===== config.mk =====
export PLATFORM = sky130hd
export DESIGN_NAME = mac_seq_ctrl
export DESIGN_NICKNAME = d
export VERILOG_FILES = /design/src/rtl/mac_seq_ctrl.sv
export SDC_FILE = /design/constraint.sdc
export NUM_CORES = 1
export LEC_CHECK = 0
export BUFFER_PORTS_ARGS = -buffer_cell sky130_fd_sc_hd__buf_2
export CORE_ASPECT_RATIO = 1.75
export CORE_UTILIZATION = 34
export CTS_BUF_LIST = sky130_fd_sc_hd__clkbuf_16
export DETAILED_ROUTE_END_ITERATION = 12
export GPL_TIMING_DRIVEN = 0
export MAX_ROUTING_LAYER = met4
export SLEW_MARGIN = 20
export SYNTH_ARGS = -nofsm -noshare
export SYNTH_HDL_FRONTEND = slang
export SYNTH_SLANG_ARGS = --single-unit

===== constraint.sdc =====
create_clock -name clk -period 6.25 [get_ports clk]
set_input_delay 0.3125 -clock clk [delete_from_list [all_inputs] [get_ports clk]]
set_output_delay 0.3125 -clock clk [all_outputs]
set_load 0.1 [all_outputs]

===== src/rtl/mac_seq_ctrl.sv =====
// mac_seq_ctrl: drives one dot-product through an external signed MAC.
// Clears the accumulator, streams operand pairs, drains the MAC pipeline,
// pulses finalize and returns the captured result over valid/ready.
// Every output is a flop so the MAC and the result consumer see clean edges.
// DRAIN must be at least 1 and TIMEOUT at least 2.
module mac_seq_ctrl #(
  parameter int LEN_W   = 8,
  parameter int DRAIN   = 8,
  parameter int TIMEOUT = 32
) (
  input  logic             clk,
  input  logic             rst,
  input  logic             cmd_valid,
  output logic             cmd_ready,
  input  logic [LEN_W-1:0] cmd_len,
  input  logic             op_valid,
  output logic             op_ready,
  input  logic [15:0]      op_a,
  input  logic [15:0]      op_b,
  output logic             mac_rst,
  output logic             mac_en,
  output logic             mac_finalize,
  output logic [15:0]      mac_a,
  output logic [15:0]      mac_b,
  input  logic [31:0]      mac_out,
  input  logic             mac_out_valid,
  output logic             res_valid,
  input  logic             res_ready,
  output logic [31:0]      res_data,
  output logic             res_err,
  output logic             busy
);

  // One shared down-counter serves both the drain wait and the result timeout.
  localparam int TMR_MAX = (DRAIN > TIMEOUT) ? DRAIN : TIMEOUT;
  localparam int TMR_W   = $clog2(TMR_MAX + 1);

  localparam logic [TMR_W-1:0] TMR_ZERO   = {TMR_W{1'b0}};
  localparam logic [TMR_W-1:0] TMR_ONE    = TMR_W'(32'd1);
  localparam logic [TMR_W-1:0] DRAIN_LOAD = TMR_W'(DRAIN - 1);
  // FINAL already counts as the first cycle of the result window.
  localparam logic [TMR_W-1:0] WAIT_LOAD  = TMR_W'(TIMEOUT - 2);
  localparam logic [LEN_W-1:0] LEN_ZERO   = {LEN_W{1'b0}};
  localparam logic [LEN_W-1:0] LEN_ONE    = LEN_W'(32'd1);

  typedef enum logic [2:0] {
    S_IDLE  = 3'd0,
    S_CLEAR = 3'd1,
    S_FEED  = 3'd2,
    S_DRAIN = 3'd3,
    S_FINAL = 3'd4,
    S_WAIT  = 3'd5,
    S_HOLD  = 3'd6
  } state_t;

  state_t           state_r;
  state_t           state_nx_s;
  logic [LEN_W-1:0] cnt_r;
  logic [LEN_W-1:0] cnt_nx_s;
  logic [TMR_W-1:0] tmr_r;
  logic [TMR_W-1:0] tmr_nx_s;
  logic             beat_s;
  logic             cap_s;
  logic [31:0]      cap_data_s;
  logic             cap_err_s;

  // op_ready is a flop that is high exactly while in FEED.
  assign beat_s = op_valid & op_ready;

  // State, beat counter and timer registers.
  always_ff @(posedge clk or negedge rst) begin
    if (!rst) begin
      state_r <= S_IDLE;
      cnt_r   <= LEN_ZERO;
      tmr_r   <= TMR_ZERO;
    end else begin
      state_r <= state_nx_s;
      cnt_r   <= cnt_nx_s;
      tmr_r   <= tmr_nx_s;
    end
  end

  // Next-state, counter updates and result capture decision.
  always_comb begin
    state_nx_s = state_r;
    cnt_nx_s   = cnt_r;
    tmr_nx_s   = tmr_r;
    cap_s      = 1'b0;
    cap_data_s = 32'h0000_0000;
    cap_err_s  = 1'b0;
    case (state_r)
      S_IDLE: begin
        if (cmd_valid && cmd_ready) begin
          cnt_nx_s = cmd_len;
          if (cmd_len == LEN_ZERO) begin
            // Empty vector: result is zero and the MAC is never touched.
            state_nx_s = S_HOLD;
            cap_s      = 1'b1;
          end else begin
            state_nx_s = S_CLEAR;
          end
        end else begin
          state_nx_s = S_IDLE;
        end
      end
      S_CLEAR: begin
        state_nx_s = S_FEED;
      end
      S_FEED: begin
        if (beat_s) begin
          cnt_nx_s = cnt_r - LEN_ONE;
          if (cnt_r == LEN_ONE) begin
            state_nx_s = S_DRAIN;
            tmr_nx_s   = DRAIN_LOAD;
          end else begin
            state_nx_s = S_FEED;
          end
        end else begin
          state_nx_s = S_FEED;
        end
      end
      S_DRAIN: begin
        if (tmr_r == TMR_ZERO) begin
          state_nx_s = S_FINAL;
        end else begin
          tmr_nx_s = tmr_r - TMR_ONE;
        end
      end
      S_FINAL: begin
        if (mac_out_valid) begin
          state_nx_s = S_HOLD;
          cap_s      = 1'b1;
          cap_data_s = mac_out;
        end else begin
          state_nx_s = S_WAIT;
          tmr_nx_s   = WAIT_LOAD;
        end
      end
      S_WAIT: begin
        if (mac_out_valid) begin
          state_nx_s = S_HOLD;
          cap_s      = 1'b1;
          cap_data_s = mac_out;
        end else if (tmr_r == TMR_ZERO) begin
          state_nx_s = S_HOLD;
          cap_s      = 1'b1;
          cap_err_s  = 1'b1;
        end else begin
          tmr_nx_s = tmr_r - TMR_ONE;
        end
      end
      S_HOLD: begin
        if (res_valid && res_ready) begin
          state_nx_s = S_IDLE;
        end else begin
          state_nx_s = S_HOLD;
        end
      end
      default: begin
        state_nx_s = S_IDLE;
      end
    endcase
  end

  // Registered outputs, decoded from the state being entered.
  always_ff @(posedge clk or negedge rst) begin
    if (!rst) begin
      cmd_ready    <= 1'b0;
      op_ready     <= 1'b0;
      mac_rst      <= 1'b1;
      mac_en       <= 1'b0;
      mac_finalize <= 1'b0;
      mac_a        <= 16'h0000;
      mac_b        <= 16'h0000;
      res_valid    <= 1'b0;
      res_data     <= 32'h0000_0000;
      res_err      <= 1'b0;
      busy         <= 1'b0;
    end else begin
      cmd_ready    <= (state_nx_s == S_IDLE);
      op_ready     <= (state_nx_s == S_FEED);
      mac_rst      <= (state_nx_s == S_CLEAR);
      mac_finalize <= (state_nx_s == S_FINAL);
      res_valid    <= (state_nx_s == S_HOLD);
      busy         <= (state_nx_s != S_IDLE);
      mac_en       <= beat_s;
      mac_a        <= beat_s ? op_a : 16'h0000;
      mac_b        <= beat_s ? op_b : 16'h0000;
      if (cap_s) begin
        res_data <= cap_data_s;
        res_err  <= cap_err_s;
      end
    end
  end

endmodule


==> flow_metrics.env <==
export IMPL_synth_sequential_area_ratio_pct=60.58
export IMPL_final_cycle_share_pct=39.32
export IMPL_finalHoldViolations=0
export IMPL_result_of_the_run="finished, final reports clean"
export IMPL_groute_usage_overall_pct=18.27
export IMPL_synth_distinct_cells=49
export IMPL_worst_ep_required_ns=6.48
export IMPL_gp_routability_congestion=0.8052
export IMPL_fin_util_pct=47.11
export IMPL_synthArstFlopShare_pct=100.0
export IMPL_drt_vias_per_instance=5.146
export IMPL_die_area_um2=11260
export IMPL_antenna_diode_count=0
export IMPL_grt_pass1_wl_mm=14.99
export IMPL_cts_tree="built"
export IMPL_antenna_violating_nets_post_route=0
export IMPL_worst_slew_pin_slew_ns=0.6892
export IMPL_timing_critical_path_fanout_max=8
export IMPL_drtIter0Drc=158
export IMPL_clk_transition_reported_paths_ns=0.07
export IMPL_post_route_setup_tns_ns=0
export IMPL_synth_edff_count=0
export IMPL_startpoint_type="flop"
export IMPL_post_cts_repair_setup_buffers=0
export IMPL_regToRegSetupSlack_ns=3.79
export IMPL_ioPinCount=150
export IMPL_timing_slew_headroom_pct=53.41
export IMPL_number_of_clock_buffers_inserted_by_tritoncts=9
export IMPL_ys_ff_latch=89
export IMPL_syn_instance_count=310
export IMPL_stdcell_area_um2=4910
export IMPL_critPathKind="reg -> reg"
export IMPL_worst_ep_arrival_time_ns=2.69
export IMPL_hp_class="in -> reg"
export IMPL_powerDensity_nw_per_um2=406.0
export IMPL_placed_cells=587
export IMPL_total_power_w=0.001993
export IMPL_place_port_buffers=149
export IMPL_syn_mean_instance_area_um2=11.87
export IMPL_rsz_0062_raised_after_global_routing="no"
export IMPL_endpoint_kind="flop"
export IMPL_cts_num_sinks=89
export IMPL_holdBufCountCts=1
export IMPL_final_max_slew_violation_count=0
export IMPL_fin_worst_skew_ns=0.009239
export IMPL_nFillCells=998
export IMPL_area_growth_syn_to_layout_pct=33.47
export IMPL_htree_levels=3
export IMPL_post_synth_instance_area_um2=3679
export IMPL_yosys_area_share_xor_xnor_pct=0
export IMPL_finalSetupViolCount=0
export IMPL_layoutNonFillerInstCount=604
export IMPL_cts_path_max_buffers=2
export IMPL_drt_pass1_iter_count=4
export IMPL_cpPeakStageDelay_ns=0.46
export IMPL_crit_chain="inv_1 > ha_1 > or4b_4 > buf_6 > o21ai_1 > and3_1 > buf_2 > mux2_1"
export IMPL_dieWidth_um=80.63
export IMPL_vias_in_the_first_global_route=3115
export IMPL_synth_ff_type="dfrtp_1"
export IMPL_std_cell_rows=49
export IMPL_initial_core_util_pct=35.29
export IMPL_synth_simple_gate_area_share_pct=17.28
export IMPL_later_pin_clock_latency_in_the_skew_report_ns=0.34
export IMPL_yosys_area_share_adder_pct=1.020
export IMPL_route_vias_total=3108
export IMPL_grt_start_max_net_pins=60
export IMPL_layout_nets=553
export IMPL_synth_compound_area_share_pct=16.84
export IMPL_grt_antenna_before_repair=0
export IMPL_drv_max_cap_violation_count=0
export IMPL_drc=0
export IMPL_synth_mux_area_fraction_pct=0.6122
export IMPL_synth_nets=391
export IMPL_share_of_layout_cells_above_drive_strength_1_pct=38.57
export IMPL_synth_top_family_by_area="simple AND/OR/NAND/NOR gates"
export IMPL_die_height_um=139.6
export IMPL_synthesis_yosys_warnings=0
export IMPL_route_final_wire_length_mm=9.563
export IMPL_fmaxAchievable_mhz=406.9
export IMPL_drt_wirelength_per_cell_um=15.83
export IMPL_finalWorstPathRequiredPeriod_ns=2.457
export IMPL_placed_area_um2=4613
export IMPL_placeableCoreArea_um2=10420
export IMPL_root_buffer_master="clkbuf_16"
export IMPL_cts_resized=0
export IMPL_max_vdd_ir_drop_mv=0.3075
export IMPL_global_route_overflow_total=0
export IMPL_power_leakage_nw=2.683
export IMPL_crit_path_top_delay_cell="or4b_4"
export IMPL_place_hpwl_mm=7.291
power by group:
| part | leakage [nW] | switching (W) | total (W) | internal (W) |
|---|---|---|---|---|
| logic | 1.40 | 0.000578 | 0.000754 | 0.000176 |
| registers | 1.14 | 0.0000618 | 0.000721 | 0.000659 |
| clock network | 0.141 | 0.000240 | 0.000518 | 0.000279 |
layer usage:
layer  global-route usage (%)  vias up  share of wire [%]
met2                    31.76      110                 53
met1                    18.72     1505                 39
met3                    4.721       17                4.9
met5                        -        -                  0
met4                    8.271        0                2.6
li1                         -     1476                  -
Yosys cell counts (3+ instances only):
cell type / count / share of area (%)
nand4_1: 3 / 0.51
and3_1: 37 / 6.3
nor2_1: 13 / 1.3
dfrtp_1: 88 / 60
a32oi_1: 6 / 1.4
nand2_1: 19 / 1.9
a21oi_1: 8 / 1.1
a211oi_1: 4 / 0.82
clkbuf_1: 11 / 1.1
ha_1: 3 / 1.0
o21ai_1: 7 / 0.95
buf_2: 6 / 0.82
nand3_1: 4 / 0.54
inv_1: 13 / 1.3
nor4_1: 4 / 0.68
nand2b_1: 3 / 0.51
nor3_1: 4 / 0.54
a22o_1: 33 / 7.9
per-stage QoR:
| step | hold WS [ns] | setup WS (ns) |
|---|---|---|
| floorplan | 0.01691 | 3.811 |
| global placement | 0.4783 | 3.833 |
| detailed placement | 0.2912 | 3.826 |
| CTS | 0.1732 | 3.803 |
| global route | 0.1751 | 3.626 |
| finish | 0.1889 | 3.793 |
logic make-up after synthesis:
family | after synthesis
compound gates | 78
buf+inv | 32
flops | 89
fa+ha+maj | 3
mux | 2
simple gates | 106
worst paths after layout:
| kind | endpoint | cells after the start | start |
|---|---|---|---|
| hold / removal | res_data[12] | 2 | mac_out[12] |
| max in group asynchronous | mac_rst | 3 | rst |
| hold reg to reg | res_data[3] | 1 | res_data[3] |
| setup reg to reg | tmr_r[0] | 8 | tmr_r[0] |
| setup / recovery | tmr_r[0] | 8 | tmr_r[0] |
| min in group asynchronous | cnt_r[3] | 2 | rst |
worst max-delay path, delay by kind of cell, from the launching register on:
| family | cells | cell delay [ns] |
|---|---|---|
| AO/OA/AOI/OAI | 1 | 0.36 |
| buffers and inverters | 3 | 0.41 |
| flip-flops | 1 | 0.39 |
| adder cells (fa/ha/maj) | 1 | 0.18 |
| AND/OR/NAND/NOR | 2 | 0.66 |
| multiplexers | 1 | 0.33 |
registers in the layout (all words and copies together) (netlist names):
register and cells:
busy 1, cnt_r 8, cmd_ready 1, tmr_r 6, res_err 1, mac_finalize 1
mac_rst 1, res_data 32, state_r 3, mac_en 1, mac_a 16, op_ready 1
res_valid 1, mac_b 16
area by class of cell:
cell class | instances | area, um^2 | share of cell area, %
sequential | 89 | 2228 | 45.39
multi-input combinational | 189 | 1315 | 26.78
timing repair buffer | 151 | 785.8 | 16.00
clock buffer | 9 | 225.2 | 4.587
tap | 127 | 158.9 | 3.236
buffer | 18 | 82.58 | 1.682
clock inverter | 7 | 61.31 | 1.249
inverter | 14 | 52.55 | 1.070
layout by cell type (no fill, tap or decap), drive strengths merged, types with 3 or more instances in the layout:
cell,n
or4,3
nand2b,3
nor3b,3
a21oi,8
a22o,33
a32oi,6
nor2,13
nor4,6
nand3,4
clkbuf,20
inv,18
ha,3
nand4,3
buf,157
nor3,4
nand2,19
o21ai,9
a211oi,5
and3,37
dfrtp,88
Note: power is estimated with default switching activity, not from simulation.
